## config.mk

```make
export PLATFORM = sky130hd
export DESIGN_NAME = i2c_config_seq
export DESIGN_NICKNAME = d
export VERILOG_FILES = /design/src/rtl/i2c_config_seq.sv
export SDC_FILE = /design/constraint.sdc
export NUM_CORES = 1
export LEC_CHECK = 0
export CELL_PAD_IN_SITES_DETAIL_PLACEMENT = 1
export CELL_PAD_IN_SITES_GLOBAL_PLACEMENT = 1
export CORE_UTILIZATION = 40
export CTS_BUF_LIST = sky130_fd_sc_hd__clkbuf_4
export DETAILED_ROUTE_END_ITERATION = 7
export DONT_BUFFER_PORTS = 1
export PLACE_DENSITY = 0.79
export SYNTH_ARGS = -nofsm -noshare
export SYNTH_HDL_FRONTEND = slang
export SYNTH_SLANG_ARGS = --single-unit
```

## constraint.sdc

```tcl
create_clock -name clk -period 4.5 [get_ports clk]
set_input_delay 1.125 -clock clk [delete_from_list [all_inputs] [get_ports clk]]
set_output_delay 1.125 -clock clk [all_outputs]
set_load 0.02 [all_outputs]
```

## src/rtl/i2c_config_seq.sv

```systemverilog
// i2c_config_seq: drives a byte-oriented I2C master controller to write a table of
// register/data pairs to one slave, with NACK retry and sticky error reporting.
module i2c_config_seq #(
    parameter int          NUM_REGS  = 4,
    parameter logic [15:0] CLK_DIV   = 16'h0055,
    parameter int          MAX_RETRY = 3
) (
    input  logic       clk,
    input  logic       reset,
    input  logic       start,
    input  logic [7:0] device_id,
    output logic [7:0] tbl_index,
    input  logic [7:0] tbl_reg,
    input  logic [7:0] tbl_data,
    output logic [7:0] i2c_din,
    output logic [2:0] i2c_addr,
    output logic       i2c_start,
    output logic       i2c_we,
    input  logic [7:0] i2c_dout,
    input  logic       i2c_done,
    output logic       busy,
    output logic       done,
    output logic       error,
    output logic [7:0] err_index
);
    typedef enum logic [3:0] {IDLE, INIT, SEND_ID, SEND_REG, SEND_DATA, POLL, NEXT, ABORT, FIN, ERR} state_t;
    localparam logic [7:0] LAST = 8'(NUM_REGS - 1);
    localparam logic [7:0] MAXR = 8'(MAX_RETRY);
    state_t     state, state_nx, ret;
    logic [1:0] step, step_nx;
    logic [7:0] retry, a_din;
    logic [2:0] a_addr;
    logic       a_we, pend, fire, fin, tip, nack, last, unused;
    assign tip    = i2c_dout[1];
    assign nack   = i2c_dout[7];
    assign unused = ^{i2c_dout[6:2], i2c_dout[0]};
    assign fin    = pend & i2c_done;
    assign fire   = !pend && (state inside {INIT, SEND_ID, SEND_REG, SEND_DATA, POLL, ABORT});
    assign last   = tbl_index == LAST;
    assign busy   = state != IDLE;
    assign done   = state == FIN;
    // Every access is a single strobe followed by a wait on i2c_done; pend tracks the wait.
    always_ff @(posedge clk or negedge reset) begin
        if (!reset) begin
            state     <= IDLE;
            step      <= 2'd0;
            ret       <= IDLE;
            pend      <= 1'b0;
            retry     <= 8'd0;
            tbl_index <= 8'd0;
            error     <= 1'b0;
            err_index <= 8'd0;
            i2c_start <= 1'b0;
            i2c_addr  <= 3'd0;
            i2c_din   <= 8'd0;
            i2c_we    <= 1'b0;
        end else begin
            state     <= state_nx;
            step      <= step_nx;
            pend      <= fire | (pend & ~i2c_done);
            i2c_start <= fire;
            if (fire) begin
                i2c_addr <= a_addr;
                i2c_din  <= a_din;
                i2c_we   <= a_we;
            end
            if (state != POLL && state_nx == POLL) ret <= state;
            if (state == IDLE && start) begin
                tbl_index <= 8'd0;
                retry     <= 8'd0;
                error     <= 1'b0;
            end
            if (state == NEXT) begin
                retry <= 8'd0;
                if (!last) tbl_index <= tbl_index + 8'd1;
            end
            if (state == ABORT && state_nx == SEND_ID) retry <= retry + 8'd1;
            if (state == ERR) begin
                error     <= 1'b1;
                err_index <= tbl_index;
            end
        end
    end
    always_comb begin
        state_nx = state;
        step_nx  = step;
        case (state)
            IDLE: if (start) state_nx = INIT;
            INIT: if (fin) begin
                step_nx = step + 2'd1;
                if (step == 2'd2) begin
                    state_nx = SEND_ID;
                    step_nx  = 2'd0;
                end
            end
            SEND_ID, SEND_REG, SEND_DATA: if (fin) begin
                step_nx = step + 2'd1;
                if (step == 2'd1) begin
                    state_nx = POLL;
                    step_nx  = 2'd0;
                end
            end
            POLL: if (fin && !tip) state_nx = nack ? ABORT : ret == SEND_ID ? SEND_REG : ret == SEND_REG ? SEND_DATA : NEXT;
            ABORT: if (fin) begin
                step_nx = 2'd1;
                if (step == 2'd1 && !tip) begin
                    state_nx = retry == MAXR ? ERR : SEND_ID;
                    step_nx  = 2'd0;
                end
            end
            NEXT: state_nx = last ? FIN : SEND_ID;
            default: state_nx = IDLE;
        endcase
    end
    // Step 0 of each send state loads the tx byte, step 1 issues the command.
    always_comb begin
        a_addr = 3'd4;
        a_din  = 8'h00;
        a_we   = 1'b0;
        case (state)
            INIT: begin
                a_addr = {1'b0, step};
                a_din  = step == 2'd0 ? CLK_DIV[7:0] : step == 2'd1 ? CLK_DIV[15:8] : 8'h80;
                a_we   = 1'b1;
            end
            SEND_ID, SEND_REG, SEND_DATA: begin
                a_addr = step == 2'd0 ? 3'd3 : 3'd4;
                a_din  = step != 2'd0 ? (state == SEND_ID ? 8'h90 : state == SEND_REG ? 8'h10 : 8'h50)
                                      : (state == SEND_ID ? device_id : state == SEND_REG ? tbl_reg : tbl_data);
                a_we   = 1'b1;
            end
            ABORT: begin
                a_din = step == 2'd0 ? 8'h40 : 8'h00;
                a_we  = step == 2'd0;
            end
            default: ;
        endcase
    end
endmodule
```

-- Word-level counts from Yosys, hierarchy flattened
Cells that the tools add are included.
- $add $sub $neg: 3
- $mul: 0
- div/mod/pow operators: 0
- $lt $le $gt $ge: 0
- equality and inequality tests: 21
- shift operators: 0
- mux-type cells: 41
- bitwise operators: 4
- reduce and logical (&&, ||, !) cells: 19
- operator list (kind ; count):
    2-to-1 mux 8 bit ; 12
    2-to-1 mux 4 bit ; 10
    one-hot mux 4 bit (6 select lines) ; 1
    one-hot mux 8 bit (3 select lines) ; 1
    equality test 4 x 2 -> 1 bit (second input constant) ; 5
    equality test 4 x 3 -> 1 bit (second input constant) ; 5
    adder 8 x 1 -> 8 bit (second input constant) ; 2
    equality test 8 x 2 -> 1 bit (second input constant) ; 2
    2-to-1 mux 7 bit ; 2
    2-to-1 mux 2 bit ; 6
    2-to-1 mux 3 bit ; 3
    equality test 4 bit (second input constant) ; 2
    logical AND 1 bit ; 6
    inequality test 2 bit (second input constant) ; 3
    one-hot mux 2 bit (3 select lines) ; 1
    one-hot mux 3 bit (2 select lines) ; 1
    nonzero test 3 bit ; 2
    nonzero test 6 bit ; 1
    equality test 4 x 1 -> 1 bit (second input constant) ; 1
    logical NOT 4 bit ; 1
    inequality test 4 x 3 -> 1 bit (second input constant) ; 1
    AND reduction 4 bit ; 1
    nonzero test 2 bit ; 2
    nonzero test 4 bit ; 1
    other kinds (12) ; 16
- register bits after elaboration: 49
- bits in latches: 0
- bits in writable memories: 0
- bits in read-only memories: 0
- input port bits: 36
- word-level logic and storage cells: 100
- memories: 0

-- Logic depth before layout (Yosys ltp)
Gate-level depths: netlist (run 1).
- depth after elaboration: 9
- depth in mapped cells: 7
- depth with buffers taken out: 6

-- Worst setup path before layout (run 1)
No wires, ideal clock.
- path type: input to register
- start: input port i2c_done
- end: register ret[0]
- setup time: 0.125 ns
- arrival: 2.295 ns
- required time: 4.375 ns
- path slack: 2.080 ns
- cell stages on the path: 5
- path buffers: 0
- cells stage by stage: nand2_1 > or2_2 > o31ai_2 > a31o_2 > mux2_4
- word-level cells in the longest chain between the ends: 6
- ends and longest elaborated chain (element ; RTL line ; source):
    from (decl) ; 20 ; input logic i2c_done,
    bitwise AND 1 bit * ; 37 ; assign fin = pend & i2c_done;
    logical AND 1 bit ; 103 ; POLL: if (fin && !tip) state_nx = nack ? ABORT : ret == SEND_ID ? SEND_REG : ret == SEND_REG ? SEND_DATA : NEX ...
    2-to-1 mux 4 bit ; 103 ;
    one-hot mux 4 bit (6 select lines) * ; 87 ; case (state)
    equality test 4 x 3 -> 1 bit * ; 67 ; if (state != POLL && state_nx == POLL) ret <= state;
    logical AND 1 bit * ; 67 ;
    to (signal assigned) ; 67 ;
    to (decl) ; 29 ; state_t state, state_nx, ret;
Mark *: on every way between the ends. The rest lies on a longest branch, timed or not.
A chain may end at the register's enable or synchronous reset.

-- Final worst setup path (run 1)
- start: register state[0]
- end: output port done
- word-level cells in the longest chain between the ends: 1
- ends and longest elaborated chain (element ; RTL line ; source):
    from (decl) ; 29 ;
    from (signal assigned) ; 58 ; state <= state_nx;
    equality test 4 bit ; 41 ; assign done = state == FIN;
    to (decl) ; 22 ; output logic done,
No other way between the ends.

==> summary.txt, run 1 <==
status: finished clean
share of layout cells above drive strength 1: 0.126
standby leakage power: 0.00117 uW
Final Power: 1520 uW
library cells used by synthesis: 54
H-tree levels: 2
TNS Setup: 0 ns
Die Wd: 82.8 microns
async set-reset flop share out of synthesis: 1.00
sequential area share after synthesis: 0.470
Setup Skew: 0.00418 ns
multi-input logic area: 0.00131 sq mm
drt pass-1 iters: 4
Pint: 866 uW
CTS Sinks: 49
gr usage total: 0.191
global-route wire length before repair: 9930 microns
total net switching power: 650 uW
Setup Crit Path Kind: reg -> out
pre-CTS WS: 1.88 ns
Final WS setup: 1.43 ns
full die area: 0.00686 sq mm
Sequential Power Share: 0.470
crit share post-route: 0.683
final setup vio count: 0
Post-Syn Nets: 310
num ports: 68
post-layout util: 0.435
Avg WL per Cell: 17.7 microns
post-CTS sizing: 0
worst-case clock buffer depth: 2
initial antenna violation count: 0
vias in the first global route: 2170
clock group share of total power: 0.176
CTS tree: yes
via count: 2098
gpl congestion: 0.816
post-CTS setup buffer count: 0
largest net degree at the start of global routing: 50
area of the mapped netlist: 0.00261 sq mm
minimum clock period: 3.07 ns
top layer in use: met4
max_cap viols: 0
row count: 29
Logic pwr share: 0.354
Top FF cell, synth: dfrtp_1
Hold Buf Count CTS: 0
chip height: 82.8 microns
synth cell count leaders: dfrtp_1, o21ai_0, nand2_1
DRC viols: 0
Synth area leader: dfrtp_1
dominant cell by count in the synthesized netlist: dfrtp_1
wire length on met2: 3010 microns
Synth top area share: 0.470
Metal-1 WL: 2650 microns
CP Max Fanout: 20
EDFF count, synth: 0
ANT cells: 0
RSZ-0062 raised after global routing: no
Vias/cell: 6.06
register area: 0.00123 sq mm
CP endpoint kind: primary output
Max IR drop VDD: 0.317 mV
max-slew violation count: 0
pwr dens: 552 mW/mm^2
nets@finish: 306
Root Driver: clkbuf_4
remaining global-route overflow: 0
Yosys warning count: 0
max_slew headroom: 0.455
synthesized area per cell: 9.60 sq um
Slew @ Worst Pin: 0.818 ns
Fin. Hold Viols: 0
Core ar.: 0.00631 sq mm
drt total wl: 6120 microns
DR WL met3: 424 microns
Startpoint Class: register
CTS Buf Count: 5
clock latency on the worst-skew pair: 0.37 ns
sw frac: 0.429
cell count after synthesis: 272
hpwl dp: 4500 microns
fill cell count: 732
clock transition at the registers of the reported paths: 0.14 ns
CP required: 3.38 ns
type of the worst min-delay path: in -> async
#FFs+latches synth: 49
Initial DRC Count: 98
post-route ant nets: 0
Layout area overhead: 5.27%
Data arrival, critical path: 1.95 ns
Initial Util: 0.414
f_max: 325 MHz
port bufs: 0
ranking of synthesized cells by area: dfrtp_1, o21ai_0, nand2_1
[worst max-delay path, cell delays in order, from the launching register on]
cell	delay, ns
dfrtp_1	0.71
nor2_1	0.51
and3_1	0.36
[state kept, by name, indices dropped and copies added (netlist names)]
name / count
error: 1
step: 2
i2c_we: 1
state: 4
retry: 8
i2c_addr: 3
ret: 4
i2c_start: 1
err_index: 8
tbl_index: 8
pend: 1
i2c_din: 8
[cell families after synthesis]
kind of cell	synth area share
xor+xnor	0.0101
flops	0.470
fa+ha+maj	0.00958
buf+inv	0.0292
compound gates	0.201
simple gates	0.208
mux	0.0728
[metal layers]
layer  vias to the layer above  global-route usage
met5                         -                   0
met4                         0              0.0483
met3                         5              0.0448
met2                        68               0.338
met1                      1025               0.233
li1                       1000                   -
[power by group through the flow]
stage | registers (uW) | logic, uW | clock network, uW
3_3_place_gp | 717 | 523 | 0
5_1_grt | 735 | 616 | 293
3_5_place_dp | 721 | 543 | 0
2_1_floorplan | 632 | 496 | 0
4_1_cts | 712 | 544 | 281
6_report | 713 | 537 | 266
[area by class of cell]
type                    instances  share of cell area
multi-input cells             204               0.476
flip-flops and latches         49               0.446
well taps                      77              0.0350
clock inverters                 3              0.0168
clock buffers                   5              0.0137
inverters                       7             0.00956
repair buffers                  1             0.00273
[final timing paths]
check                              to  startpoint  slack, ns  cells past startpoint
max                              done    state[0]       1.43                      2
min in group clk               ret[3]      ret[3]       0.53                      1
max reg2reg                    ret[0]    state[0]       1.82                      5
max in group asynchronous        pend       reset       3.98                      0
min reg2reg                    ret[3]      ret[3]       0.53                      1
min                        i2c_din[2]       reset       0.42                      0
[metrics by stage]
step	instance area, sq um	std cells	hold slack (ns)
detailed placement	2670	338	0.505
CTS	2750	346	0.395
global placement	2670	338	0.491
finish	2750	346	0.421
floorplan	2610	272	0.469
global route	2750	346	0.384
[layout by cell type, fill, tap and decap left out, types with 3 or more instances in the layout]
| master | count |
|---|---|
| nor2_1 | 20 |
| a21o_1 | 3 |
| a31oi_1 | 3 |
| clkbuf_4 | 5 |
| dfrtp_1 | 49 |
| o41ai_1 | 3 |
| nand3_1 | 12 |
| and3_1 | 5 |
| a21oi_1 | 14 |
| nor3_1 | 6 |
| o21ai_0 | 35 |
| mux2_2 | 8 |
| mux2i_1 | 7 |
| inv_1 | 7 |
| nand2_1 | 27 |
| a22o_1 | 4 |
| o21a_1 | 4 |
| nand4_1 | 5 |
Note: power is estimated with default switching activity, not from simulation.
==> inputs of run 2 (changes only) <==
PLACE_DENSITY = 0.82   (was 0.79)
clock period = 2.81 ns   (was 4.5 ns; I/O delays follow)
==> run 2 against run 1 <==
  * Worst setup slack lost 1.1 ns
  * Sequential share of layout area down 1.1 points
  * Clock power is 93% higher
  * Via count rose by 1.9%
  * First-iteration DRC count fell by 12%
  * Hold slack got worse by 0.27 ns
  * Routed wire length rose by 2.6%
  * Flip-flop and latch count did not move
  * Critical path depth up 2
  * Register-to-register slack worse by 1.3 ns
  * Largest cell class unchanged
  * Largest power group unchanged
==> summary.txt, run 2 (same netlist as run 1, synthesis figures left out) <==
status: finished clean
H-tree levels: 2
DP Area: 0.00269 sq mm
pre-CTS WS: 0.503 ns
CP required: 2.11 ns
pwr dens: 909 mW/mm^2
Top cell by count, worst path: buf_4
share of layout cells above drive strength 1: 0.139
crit share post-route: 0.871
Setup Crit Path Kind: reg -> out
Max IR drop VDD: 0.408 mV
via count: 2137
global-route wire length before repair: 10200 microns
max_slew headroom: 0.536
cell count after placement: 341
row count: 29
Core ar.: 0.00631 sq mm
worst reg2reg startpoint: retry[0]
ANT cells: 0
Worst Reg-to-Reg Cells: 6
commonest non-fill, non-tap cell in the layout: dfrtp_1
minimum clock period: 2.45 ns
remaining global-route overflow: 0
Final WS setup: 0.363 ns
post-CTS sizing: 0
full die area: 0.00686 sq mm
Initial DRC Count: 86
DRC viols: 0
capturing point of the worst reg2reg path: ret[1]
RSZ-0062 raised after global routing: no
gr usage total: 0.200
Avg WL per Cell: 17.9 microns
Hold Buf Count CTS: 1
most frequent cells in the layout: dfrtp_1, o21ai_0, nand2_1, nor2_1, a21oi_1
post-route ant nets: 0
multi-input logic area: 0.00131 sq mm
initial antenna violation count: 0
Vias/cell: 6.11
Slew @ Worst Pin: 0.690 ns
clock latency on the worst-skew pair: 0.37 ns
CP endpoint kind: primary output
nets@finish: 310
standby leakage power: 0.00121 uW
Root Driver: clkbuf_4
register area: 0.00123 sq mm
final setup vio count: 0
f_max: 409 MHz
Setup Skew: 0.00795 ns
gpl congestion: 0.817
CP Max Fanout: 15
Final Power: 2560 uW
CTS tree: yes
drt total wl: 6280 microns
hpwl dp: 4540 microns
CTS Buf Count: 5
chip height: 82.8 microns
Crit path largest cell delay: 0.47 ns
TNS Setup: 0 ns
largest net degree at the start of global routing: 50
reg2reg setup slack: 0.52 ns
Die Wd: 82.8 microns
Data arrival, critical path: 1.74 ns
post-CTS setup buffer count: 0
Initial Util: 0.414
fill cell count: 747
clock transition at the registers of the reported paths: 0.15 ns
max_cap viols: 0
max-slew violation count: 0
port bufs: 0
Layout area overhead: 7.91%
fin area: 0.00282 sq mm
CP Cell Sequence: buf_4 > nor2_1 > buf_4 > and3_1
Fin. Hold Viols: 0
vias in the first global route: 2201
drt pass-1 iters: 4
worst-case clock buffer depth: 2
slowest CP cell: dfrtp_1
fin cells: 350
Startpoint Class: register
CTS Sinks: 49
num ports: 68
type of the worst min-delay path: in -> async
run 2: cell types whose count changed in the layout (fill, tap and decap cells not counted), sizes merged:
cell and delta:
buf +4, bufinv +1, clkinvlp -1
run 2: through the flow:
stage,hold WS (ns),util
finish,0.147,0.446
floorplan,0.407,-
detailed placement,0.408,0.426
global route,0.160,0.446
CTS,0.153,0.446
global placement,0.409,0.426
run 2: worst max path at each step:
stage | start | to | slack [ns] | cells past startpoint
after floorplan | retry[0] | ret[0] | 0.73 | 6
after global placement | retry[0] | ret[0] | 0.53 | 6
after detailed placement | retry[0] | ret[1] | 0.50 | 6
after CTS | state[0] | done | 0.34 | 4
after global routing | state[0] | done | 0.22 | 4
final | state[0] | done | 0.36 | 4
run 2: routing by layer:
layer  GRT usage  up-vias  wire length (microns)
met3      0.0415        6                    406
li1            -     1000                      -
met1       0.243     1060                   2780
met4      0.0828        0                     71
met2       0.342       71                   3020
met5           0        -                      0
run 2: critical path: cells and delay by family (launching register included):
kind | cells | cell delay [ns]
flip-flops | 1 | 0.47
buffers and inverters | 2 | 0.40
AND/OR/NAND/NOR | 2 | 0.49
run 2: area by class of cell:
type | count | share of cell area
Clock buffer | 5 | 0.0133
Timing Repair Buffer | 5 | 0.0204
Sequential cell | 49 | 0.435
Tap cell | 77 | 0.0342
Clock inverter | 3 | 0.0231
Multi-Input combinational cell | 204 | 0.464
Inverter | 7 | 0.00933
run 2: report_power, final:
part           switching, uW  leakage, uW  internal [uW]
Combinational            566     0.000537            380
Sequential               261     0.000617            841
Clock                    237    0.0000552            276
Total                   1060      0.00121           1500
